==> src/rtl/flash_cache_controller.sv <==
// Single-line read cache in front of a QSPI flash reader: word hits are answered next cycle,
// misses fetch the whole line with one command and chained data requests.
module flash_cache_controller #(
  parameter int LINE_WORDS_LOG2 = 4,
  parameter int ADDR_WIDTH      = 24
) (
  input  logic                  clk,
  input  logic                  rst,
  input  logic                  req_valid,
  input  logic [ADDR_WIDTH-1:0] req_address,
  output logic                  req_ready,
  output logic                  resp_valid,
  output logic [31:0]           resp_data,
  input  logic                  flush,
  output logic                  qspi_enable,
  output logic [23:0]           qspi_address,
  output logic                  qspi_changeAddress,
  output logic                  qspi_requestData,
  input  logic [31:0]           qspi_readData,
  input  logic                  qspi_readDataValid,
  input  logic                  qspi_initialised,
  input  logic                  qspi_busy
);
  localparam int L     = LINE_WORDS_LOG2;
  localparam int WORDS = 1 << L;
  localparam int TAG_W = ADDR_WIDTH - 2 - L;
  localparam logic [L:0] LAST_PTR = (L + 1)'(WORDS - 1);

  typedef enum logic [1:0] {IDLE, REQUEST, FILL} state_t;

  state_t               state_q;
  logic [TAG_W-1:0]     tag_q, pend_tag_q;
  logic [L-1:0]         pend_idx_q;
  logic                 pend_q, line_valid_q, flush_pend_q, enable_q, chg_q;
  logic                 resp_valid_q;
  logic [31:0]          resp_data_q;
  logic [WORDS-1:0]     word_vld_q;
  logic [L:0]           ptr_q;
  logic [31:0]          mem_q [WORDS];

  logic [TAG_W-1:0]     req_tag;
  logic [L-1:0]         req_idx, fill_idx;
  logic                 accept, req_hit, fill_wr, last_wr, req_fwd, pend_fwd, start;
  logic [ADDR_WIDTH-1:0] line_base;
  logic                 unused_addr_bits;

  assign req_tag   = req_address[ADDR_WIDTH-1:2+L];
  assign req_idx   = req_address[1+L:2];
  assign fill_idx  = ptr_q[L-1:0];
  assign unused_addr_bits = ^req_address[1:0];

  assign req_ready = qspi_initialised && enable_q && !pend_q;
  assign accept    = req_valid && req_ready;
  assign req_hit   = line_valid_q && (req_tag == tag_q) && word_vld_q[req_idx];
  assign fill_wr   = (state_q == FILL) && qspi_readDataValid;
  assign last_wr   = fill_wr && (ptr_q == LAST_PTR);
  // A word landing in the same cycle it is requested is forwarded straight from the device.
  assign req_fwd   = fill_wr && (req_tag == tag_q) && (req_idx == fill_idx);
  assign pend_fwd  = pend_q && fill_wr && (pend_tag_q == tag_q) && (pend_idx_q == fill_idx);
  assign start     = (state_q == IDLE) && pend_q && !qspi_busy &&
                     (!line_valid_q || (pend_tag_q != tag_q));

  assign line_base          = {tag_q, {(L + 2){1'b0}}};
  assign qspi_address       = 24'(line_base);
  assign qspi_enable        = enable_q;
  assign qspi_changeAddress = chg_q;
  // Held through the address phase so the device chains straight into the first word.
  assign qspi_requestData   = (state_q == REQUEST) || ((state_q == FILL) && !last_wr);
  assign resp_valid         = resp_valid_q;
  assign resp_data          = resp_data_q;

  always_ff @(posedge clk) begin
    if (fill_wr) mem_q[fill_idx] <= qspi_readData;
  end

  always_ff @(posedge clk) begin
    if (rst) begin
      state_q      <= IDLE;
      tag_q        <= '0;
      pend_tag_q   <= '0;
      pend_idx_q   <= '0;
      pend_q       <= 1'b0;
      line_valid_q <= 1'b0;
      flush_pend_q <= 1'b0;
      enable_q     <= 1'b0;
      chg_q        <= 1'b0;
      resp_valid_q <= 1'b0;
      resp_data_q  <= '0;
      word_vld_q   <= '0;
      ptr_q        <= '0;
    end else begin
      enable_q     <= 1'b1;
      chg_q        <= 1'b0;
      resp_valid_q <= 1'b0;
      if (accept && (req_hit || req_fwd)) begin
        resp_valid_q <= 1'b1;
        resp_data_q  <= req_hit ? mem_q[req_idx] : qspi_readData;
      end else if (accept) begin
        pend_q     <= 1'b1;
        pend_tag_q <= req_tag;
        pend_idx_q <= req_idx;
      end
      if (pend_fwd) begin
        resp_valid_q <= 1'b1;
        resp_data_q  <= qspi_readData;
        pend_q       <= 1'b0;
      end
      if (fill_wr) begin
        word_vld_q[fill_idx] <= 1'b1;
        ptr_q                <= ptr_q + 1'b1;
      end
      case (state_q)
        IDLE: begin
          if (start) begin
            state_q      <= REQUEST;
            tag_q        <= pend_tag_q;
            line_valid_q <= 1'b1;
            word_vld_q   <= '0;
            ptr_q        <= '0;
            chg_q        <= 1'b1;
          end else if (flush) begin
            line_valid_q <= 1'b0;
          end
        end
        REQUEST: begin
          state_q      <= FILL;
          flush_pend_q <= flush_pend_q | flush;
        end
        FILL: begin
          // A flush seen mid-fill lets the fill finish, then drops the line.
          if (last_wr) begin
            state_q      <= IDLE;
            flush_pend_q <= 1'b0;
            if (flush_pend_q || flush) line_valid_q <= 1'b0;
          end else if (flush) begin
            flush_pend_q <= 1'b1;
          end
        end
        default: state_q <= IDLE;
      endcase
    end
  end
endmodule
==> config.mk <==
export PLATFORM = sky130hd
export DESIGN_NAME = flash_cache_controller
export DESIGN_NICKNAME = d
export VERILOG_FILES = /design/src/rtl/flash_cache_controller.sv
export SDC_FILE = /design/constraint.sdc
export NUM_CORES = 1
export LEC_CHECK = 0
export BUFFER_PORTS_ARGS = -buffer_cell sky130_fd_sc_hd__buf_2
export CAP_MARGIN = 30
export CELL_PAD_IN_SITES_DETAIL_PLACEMENT = 1
export CELL_PAD_IN_SITES_GLOBAL_PLACEMENT = 2
export CORE_ASPECT_RATIO = 0.5
export CORE_MARGIN = 2
export CORE_UTILIZATION = 43
export DETAILED_ROUTE_END_ITERATION = 7
export GPL_ROUTABILITY_DRIVEN = 0
export GPL_TIMING_DRIVEN = 0
export PLACE_DENSITY = 0.8
export SETUP_SLACK_MARGIN = 0.15
export SYNTH_ARGS = -nofsm -noshare
export SYNTH_HDL_FRONTEND = slang
export SYNTH_SLANG_ARGS = --single-unit
==> constraint.sdc <==
create_clock -name clk -period 7.99 [get_ports clk]
set_input_delay 0.799 -clock clk [delete_from_list [all_inputs] [get_ports clk]]
set_output_delay 0.799 -clock clk [all_outputs]
set_load 0.01 [all_outputs]
==> flow_summary_export.csv <==
group,metric,value,unit
worst_setup_path,crit_path_cell_trace,"buf_6 > clkbuf_1 > buf_1 > mux4_2 > mux4_2 > mux2_4 > a22o_1",
timing,finalClockSkew,33.5,ps
yosys,synth_edf_count,512,
timing,setup_viol,0,
routing,vias,12400,
grt,grt_overflow,0,
timing,max_slew.worst_pin.slew,1040,ps
cts,post_cts_buffers,0,
timing,period_needed,3190,ps
power,internal-power,5.02,mW
worst_setup_path,path_common_cell,"mux4_2",
finish,regArea,17400,um^2
power,power_frac_seq,0.544,
die,ios,124,
placement,hpwl,38800,um
die,core,55300,um^2
routing,first_pass_iters,5,
finish,area_growth,16.3,%
timing,timing_max_transition_violations_final,0,
worst_setup_path,worstSetupEndpointType,"flip-flop",
die,die_h,171,um
worst_setup_path,crit_required,8470,ps
cts,numCtsBuffers,55,
yosys,ys_warn_count,0,
cts,cts_resized,0,
yosys,syn_area_per_cell,20.4,um^2
worst_setup_path,critPathTopFamily,"buffers and inverters",
placement,io_buffers,111,
finish,antenna_cells,0,
grt,antenna_found_initial,0,
yosys,yosys_most_used_dff,"edfxtp_1",
worst_setup_path,path_buf_inv,3,
outcome,status,"complete, no violations",
die,dieWidth,338,um
worst_setup_path,cp.arrival,3670,ps
timing,slew_headroom,0.308,
timing,max_freq,313,MHz
routing,wirelength,60300,um
yosys,ys_ff_latch,613,
grt,grt_pass1_wl,88300,um
routing,ant_nets,0,
worst_setup_path,worst-path-max-fanout,10,
worst_setup_path,critical_path.slowest_cell,"buf_1",
timing,final.setup.tns,0,ps
die,core.rowCount,61,
cts,clkTransAtPathRegs,70,ps
timing,hold_viol_final,0,
yosys,synth_area,23900,um^2
placement,place_area,26100,um^2
grt,grt_pass1_vias,13200,
cts,clock-sinks,613,
timing,timing.final.crit_share,0.399,
finish,nets,1448,
yosys,seq_area_frac_synth,0.726,
routing,wl_per_cell,27.7,um
power,p_clk_frac,0.408,
worst_setup_path,cp-start-kind,"input port",
flow_run,cap_violations,0,
cts,clockRootBuffer,"clkbuf_16",
die,initial_core_util,0.433,
routing,drc,0,
power,p_sw_frac,0.212,
power,power_leakage,9.36,nW
cts,clk_latency,610,ps
cts,cts.htree.levels,2,
cts,clk_path_buf_depth,3,
yosys,synth_cell_types,44,
yosys,syn_inst,1173,
power,p_comb_frac,0.047,
die,dieArea,57700,um^2
worst_setup_path,critPathKind,"in -> reg",
grt,grt_max_degree,21,
worst_setup_path,cpPeakStageDelay,830,ps
finish,design_area,27800,um^2
finish,multi_input_area,6250,um^2
cts,tritoncts,"built",
power,peakVddDrop,0.165,mV
finish,fill_cells,5070,
power,power_density,229,nW/um^2
power,power_switching,1.35,mW
grt,grt_usage,0.212,
timing,rsz0062_at_grt,"false",
cts,cts_hold_buffers,0,
finish,fin_util,0.504,
routing,via_per_inst,5.70,
yosys,async_reset_ff_frac,0,
routing,drtIter0Drc,1390,
finish,drive_gt1_frac,0.335,
hold_path,worstHoldPathType,"in -> reg",
==> cell usage after synthesis, types with 4 or more instances <==
master / count / area share
a21oi_1: 4 / 0.00084
a22o_1: 32 / 0.012
buf_1: 7 / 0.0011
buf_2: 13 / 0.0027
buf_4: 11 / 0.0034
buf_6: 13 / 0.0061
clkbuf_1: 24 / 0.0038
dfxtp_1: 101 / 0.084
edfxtp_1: 512 / 0.64
ha_1: 5 / 0.0026
inv_1: 6 / 0.00094
mux2_4: 30 / 0.019
mux2i_1: 44 / 0.018
mux4_2: 162 / 0.15
nand2_1: 13 / 0.0020
nand3_1: 4 / 0.00084
nand4_1: 5 / 0.0013
nor2_1: 95 / 0.015
nor3_1: 7 / 0.0015
nor4_1: 5 / 0.0013
xnor2_1: 23 / 0.0084
xor2_1: 24 / 0.0088
==> worst paths after layout <==
kind / slack [ps] / start / depth (start not counted) / endpoint
hold / removal: 460 / req_address[20] / 3 / pend_tag_q[14]
setup / recovery: 4800 / req_address[3] / 7 / resp_data[23]
hold reg to reg: 470 / word_vld_q[10] / 2 / word_vld_q[10]
setup reg to reg: 4880 / tag_q[3] / 8 / resp_data[29]
==> state kept, by name, indices dropped and copies added (netlist names) <==
register	flops
pend_q	1
qspi_changeAddress	1
qspi_enable	1
resp_data	32
mem_q	512
pend_idx_q	4
flush_pend_q	1
line_valid_q	1
pend_tag_q	18
tag_q	18
ptr_q	5
state_q	2
resp_valid	1
word_vld_q	16
==> cells by family (layout without fill, tap and decap cells) <==
| group | Yosys count | after routing | share of synthesized area |
|---|---|---|---|
| simple gates | 145 | 145 | 0.0273 |
| xor+xnor | 47 | 47 | 0.0172 |
| compound gates | 50 | 50 | 0.0178 |
| buf+inv | 74 | 321 | 0.0181 |
| flops | 613 | 613 | 0.726 |
| fa+ha+maj | 5 | 5 | 0.00261 |
| mux | 238 | 238 | 0.190 |
| other cells | 1 | 6 | 0.000157 |
==> routing by layer <==
| metal | up-vias | track usage | share of wire | wire, um |
|---|---|---|---|---|
| li1 | 5169 | - | - | - |
| met1 | 6663 | 0.294 | 0.42 | 25200 |
| met2 | 506 | 0.352 | 0.49 | 29700 |
| met3 | 85 | 0.0362 | 0.069 | 4170 |
| met4 | 0 | 0.0518 | 0.021 | 1260 |
| met5 | - | 0 | 0 | 0 |
==> stage by stage <==
step / hold WS, ps / power (mW) / cells / worst slack [ps]
floorplan: 435 / 3.72 / 1178 / 3790
global placement: 446 / 3.82 / 2045 / 651
detailed placement: 461 / 3.84 / 2078 / 4160
CTS: 441 / 6.41 / 2180 / 4780
global route: 465 / 6.54 / 2181 / 4650
finish: 463 / 6.37 / 2181 / 4800
==> layout by cell type, fill, tap and decap left out, types with 7 or more instances in the layout <==
cell / netlist / final
clkinv_2: 0 / 9
nand2_1: 13 / 13
a22o_1: 32 / 32
mux2i_1: 44 / 44
clkbuf_16: 0 / 56
mux2_4: 30 / 30
buf_6: 13 / 30
clkbuf_1: 24 / 35
buf_4: 11 / 11
nor2_4: 0 / 12
buf_1: 7 / 7
xor2_1: 24 / 24
mux4_2: 162 / 162
clkbuf_8: 0 / 7
buf_12: 0 / 12
xnor2_1: 23 / 23
buf_2: 13 / 124
nor2_1: 95 / 83
edfxtp_1: 512 / 512
clkinv_1: 0 / 13
dfxtp_1: 101 / 101
==> final cells by class <==
cell class | count | share of cell area
well taps | 756 | 0.0340
inverters | 6 | 0.000809
multi-input cells | 491 | 0.224
repair buffers | 145 | 0.0381
flip-flops and latches | 613 | 0.625
plain buffers | 68 | 0.0147
clock inverters | 28 | 0.00804
clock buffers | 74 | 0.0553
==> tightest hold or removal path: stages <==
cell and delay [ps]:
buf_2 100, mux2i_1 60, nor2_1 80
==> power by group through the flow <==
stage               clock (mW)  sequential (mW)  combinational, mW
global placement             0             3.54              0.287
CTS                       2.64             3.47              0.305
floorplan                    0             3.54              0.183
finish                    2.60             3.47              0.302
global route              2.75             3.47              0.324
detailed placement           0             3.54              0.303
Power figures use the tool's default switching activity.
